### src/rtl/mul_share_sequencer.sv
// Shared shift-add multiplier sequencer for two requesters.
// Drives an external A/B/P datapath and holds per-requester products.
module mul_share_sequencer #(
  parameter int WIDTH = 16
) (
  input  logic             clk,
  input  logic             rst,
  input  logic             req0,
  input  logic             req1,
  input  logic [WIDTH-1:0] a0,
  input  logic [WIDTH-1:0] b0,
  input  logic [WIDTH-1:0] a1,
  input  logic [WIDTH-1:0] b1,
  output logic             gnt0,
  output logic             gnt1,
  output logic             done0,
  output logic             done1,
  output logic [WIDTH-1:0] result0,
  output logic [WIDTH-1:0] result1,
  output logic [WIDTH-1:0] data_in,
  output logic             LdA,
  output logic             LdB,
  output logic             LdP,
  output logic             clrP,
  output logic             decB,
  input  logic             eqz,
  input  logic [WIDTH-1:0] Y
);

  localparam logic [2:0] IDLE = 3'd0;
  localparam logic [2:0] LA   = 3'd1;
  localparam logic [2:0] LB   = 3'd2;
  localparam logic [2:0] CHK  = 3'd3;
  localparam logic [2:0] ADD  = 3'd4;
  localparam logic [2:0] DONE = 3'd5;

  logic [2:0]       state;
  logic             own;
  logic             last;
  logic             pick1;
  logic             busy;
  logic [WIDTH-1:0] opa;
  logic [WIDTH-1:0] opb;
  logic [WIDTH-1:0] res0;
  logic [WIDTH-1:0] res1;

  // last=1 means requester 0 is preferred on the next tie
  assign pick1 = req1 & (~req0 | ~last);

  always_ff @(posedge clk) begin
    if (rst) begin
      state <= IDLE;
      own   <= 1'b0;
      last  <= 1'b1;
      opa   <= '0;
      opb   <= '0;
      res0  <= '0;
      res1  <= '0;
    end else begin
      case (state)
        IDLE: begin
          if (req0 | req1) begin
            own   <= pick1;
            last  <= pick1;
            opa   <= pick1 ? a1 : a0;
            opb   <= pick1 ? b1 : b0;
            state <= LA;
          end
        end
        LA:  state <= LB;
        LB:  state <= CHK;
        CHK: begin
          if (eqz) begin
            if (own) res1 <= Y;
            else     res0 <= Y;
            state <= DONE;
          end else begin
            state <= ADD;
          end
        end
        ADD:     state <= CHK;
        DONE:    state <= IDLE;
        default: state <= IDLE;
      endcase
    end
  end

  assign busy    = (state != IDLE);
  assign gnt0    = busy & ~own;
  assign gnt1    = busy & own;
  assign done0   = (state == DONE) & ~own;
  assign done1   = (state == DONE) & own;
  assign result0 = res0;
  assign result1 = res1;

  always_comb begin
    data_in = '0;
    LdA     = 1'b0;
    LdB     = 1'b0;
    LdP     = 1'b0;
    clrP    = 1'b0;
    decB    = 1'b0;
    case (state)
      LA: begin
        data_in = opa;
        LdA     = 1'b1;
        clrP    = 1'b1;
      end
      LB: begin
        data_in = opb;
        LdB     = 1'b1;
      end
      ADD: begin
        LdP  = 1'b1;
        decB = 1'b1;
      end
      default: ;
    endcase
  end

endmodule

### config.mk
export PLATFORM = sky130hd
export DESIGN_NAME = mul_share_sequencer
export DESIGN_NICKNAME = d
export VERILOG_FILES = /design/src/rtl/mul_share_sequencer.sv
export SDC_FILE = /design/constraint.sdc
export NUM_CORES = 1
export LEC_CHECK = 0
export BUFFER_PORTS_ARGS = -buffer_cell sky130_fd_sc_hd__buf_4
export CORE_MARGIN = 3
export CORE_UTILIZATION = 47
export CTS_CLUSTER_DIAMETER = 150
export DETAILED_ROUTE_END_ITERATION = 7
export GPL_TIMING_DRIVEN = 1
export HOLD_SLACK_MARGIN = 0.08
export PLACE_DENSITY = 0.86
export SLEW_MARGIN = 20
export SYNTH_ARGS = -nofsm -noshare
export SYNTH_HDL_FRONTEND = slang
export SYNTH_SLANG_ARGS = --single-unit
### constraint.sdc
create_clock -name clk -period 1.7 [get_ports clk]
set_input_delay 0.17 -clock clk [delete_from_list [all_inputs] [get_ports clk]]
set_output_delay 0.17 -clock clk [all_outputs]
set_load 0.01 [all_outputs]
==> metrics.md <==
| Metric | Value |
|---|---|
| Die W | 88.3 um |
| I/O Pins | 142 |
| Top cells by count, synth | nand2_1, dfxtp_1, inv_1, mux2i_1, a222oi_1 |
| Post-synthesis sequential area ratio | 43.4% |
| DRC errors left | 0 |
| Pre-antenna DRT Iters | 6 |
| TritonCTS buffer count | 9 |
| Min Tclk post-route | 1.76 ns |
| Synth area leader | dfxtp_1 |
| Total grt overflow | 0 |
| Clk root buf | clkbuf_8 |
| DP HPWL | 6330 um |
| F_max | 0.568 GHz |
| First-pass GRT wire length | 14700 um |
| Psw | 1.28 mW |
| WP data arrival | 1.59 ns |
| Share of power burned in registers | 42.3% |
| Initial antenna violation count | 0 |
| Final GP Congestion | 0.797 |
| Vias in the first global route | 3243 |
| CP startpoint kind | flip-flop |
| Reg clk slew, reported paths | 0.08 ns |
| Most frequent cell after synthesis | nand2_1 |
| Pwr Total | 4.55 mW |
| Worst Path Max Fanout | 9 |
| Reg2reg start | state[2]$_SDFFE_PP0P_ |
| Clock Path Buffers | 2 |
| Fin Clk Skew | 0.00782 ns |
| Net Sw Frac | 28.2% |
| Nets | 609 |
| Logic pwr share | 25.7% |
| Avg Synthesized Cell Area | 8.93 um^2 |
| WP data required | 1.53 ns |
| Prevailing post-synth register cell | dfxtp_1 |
| Placed cells | 557 |
| Die footprint | 7790 um^2 |
| Seq cells post-synth | 69 |
| Vias per std cell | 5.49 |
| RSZ-0062 raised after global routing | yes |
| Post-DR wirelength/cell | 17.0 um |
| Crit. End Element | output pin |
| Routed WL | 10300 um |
| CTS sink cnt | 69 |
| Pwr Density | 927 nW/um^2 |
| Via count | 3326 |
| First DRT Iteration DRCs | 283 |
| Crit. Startpoint | state[2]$_SDFFE_PP0P_ |
| Final setup violation count | 16 |
| I/O Buffers | 141 |
| Area share of the largest cell type after synthesis | 43.4% |
| Fillers | 417 |
| CTS tree | built |
| Pins Over Slew Limit | 0 |
| Antenna Cells | 0 |
| Core area | 6460 um^2 |
| Post-route ant nets | 0 |
| HP Class | in -> reg |
| HP Start | b0[6] |
| Final TNS setup | -0.428 ns |
| Leak | 2.49 nW |
| Failing checks | setup timing |
| Post-synth EDFFs | 0 |
| Status | finished with violations |
| Critical setup path kind | reg -> out |
| Initial Util | 49.2% |
| # rows | 29 |
| Slew headroom | 62.0% |
| Clk pwr share | 32.1% |
| Share of cells above drive strength 1 | 36.7% |
| Area Overhead vs Synth | 54.2% |
| Synth Net Count | 441 |
| Final std cells w/o fill | 606 |
| H-Tree Depth | 3 |
| Max Cap Viol | 0 |
| Synth warn | 0 |
| Tightest Pin Transition | 0.567 ns |
| Post-route worst setup slack | -0.0595 ns |
| Cells after Synth | 356 |
| Clock Latency Late Sink | 0.35 ns |
| Die height | 88.3 um |
| Final period util | 103% |
| Worst VDD drop | 0.694 mV |
| Yosys cell types | 31 |
| Hold Vio Cnt, Final | 0 |
| Mapped Area | 3180 um^2 |
| All-Layer GR Usage | 24.1% |
| Async set or reset register ratio after synthesis | 0% |
| Largest net degree at the start of global routing | 41 |
| Top cells by area, synth | dfxtp_1, mux2i_1, a222oi_1 |
| Internal Pwr Total | 3.27 mW |
-- area by class of cell --
class | count | area, um^2 | area share (%)
Timing Repair Buffer | 187 | 1590 | 32.5
Sequential cell | 69 | 1390 | 28.2
Multi-Input combinational cell | 193 | 1380 | 28.0
Inverter | 64 | 240 | 4.90
Clock buffer | 10 | 128 | 2.60
Tap cell | 77 | 96.3 | 1.96
Clock inverter | 6 | 87.6 | 1.79
-- stage by stage --
step	utilization, %	hold WS [ns]	worst slack, ns	instance area (um^2)
6_report	76.0	0.0861	-0.0595	4910
5_1_grt	76.0	0.0851	-0.108	4910
4_1_cts	74.5	0.0813	-0.0335	4810
3_5_place_dp	65.9	0.369	0.0884	4260
3_3_place_gp	65.9	0.368	0.228	4260
2_1_floorplan	-	0.262	0.208	3180
-- cells in the final DEF (no fill, tap or decap), types with 2 or more instances in the layout --
master	n
a222oi_1	31
mux2i_1	32
nor2_1	3
nand2_1	82
a22o_1	16
buf_12	4
bufinv_16	2
buf_6	16
and3_2	2
clkbuf_8	9
nor3_4	2
clkinv_4	2
clkinv_2	2
o21a_1	2
dlygate4sd3_1	25
buf_4	141
o211ai_4	2
dfxtp_2	3
inv_1	63
and3_1	3
a21boi_0	2
dfxtp_1	66
-- worst paths after layout --
path	slack, ns	cells after the start	to
max	-0.06	5	data_in[9]
max reg2reg	0.07	5	opa[8]$_SDFFE_PP0P_
min reg2reg	0.46	2	result0[2]$_SDFFE_PP0P_
min	0.09	3	opb[6]$_SDFFE_PP0P_
-- power by group through the flow --
stage          logic [mW]  registers (mW)  clock network (mW)
6_report             1.17            1.92                1.46
5_1_grt              1.25            1.94                1.55
4_1_cts              1.07            1.91                1.47
3_5_place_dp        0.954            1.94                   0
3_3_place_gp        0.924            1.94                   0
2_1_floorplan       0.593            1.91                   0
-- routing by layer --
| metal | vias to the layer above | track usage, % | routed length, um |
|---|---|---|---|
| met3 | 42 | 6.24 | 741 |
| met2 | 167 | 42.5 | 5330 |
| met4 | 0 | 14.1 | 459 |
| met5 | - | 0 | 0 |
| met1 | 1572 | 25.8 | 3750 |
| li1 | 1545 | - | - |
-- critical path: stages (launching register included) --
cell	delay, ns
dfxtp_2	0.34
buf_6	0.13
nor3b_4	0.27
buf_6	0.19
a22o_1	0.18
buf_4	0.13
-- registers in the layout (all words and copies together) (netlist names) --
signal and count:
own 1, opa 16, result0 16, result1 16, state 3, last 1
opb 16
-- repair_timing --
action                     CTS  global route
hold endpoints to repair    25             0
hold buffers                25             0
buffers inserted             2             3
setup endpoints to repair   20            52
gates cloned                 1             2
gates resized for setup     16            13
pin swaps                    1             2
-- cells by family after synthesis --
kind of cell           after synthesis  share of synthesized area [%]
AO/OA/AOI/OAI                       56                           16.6
AND/OR/NAND/NOR                    103                           15.0
multiplexers                        32                           10.1
flip-flops                          69                           43.4
XOR/XNOR                             1                          0.275
buffers and inverters               95                           14.6
No activity file was read; power rests on OpenSTA's default activity.
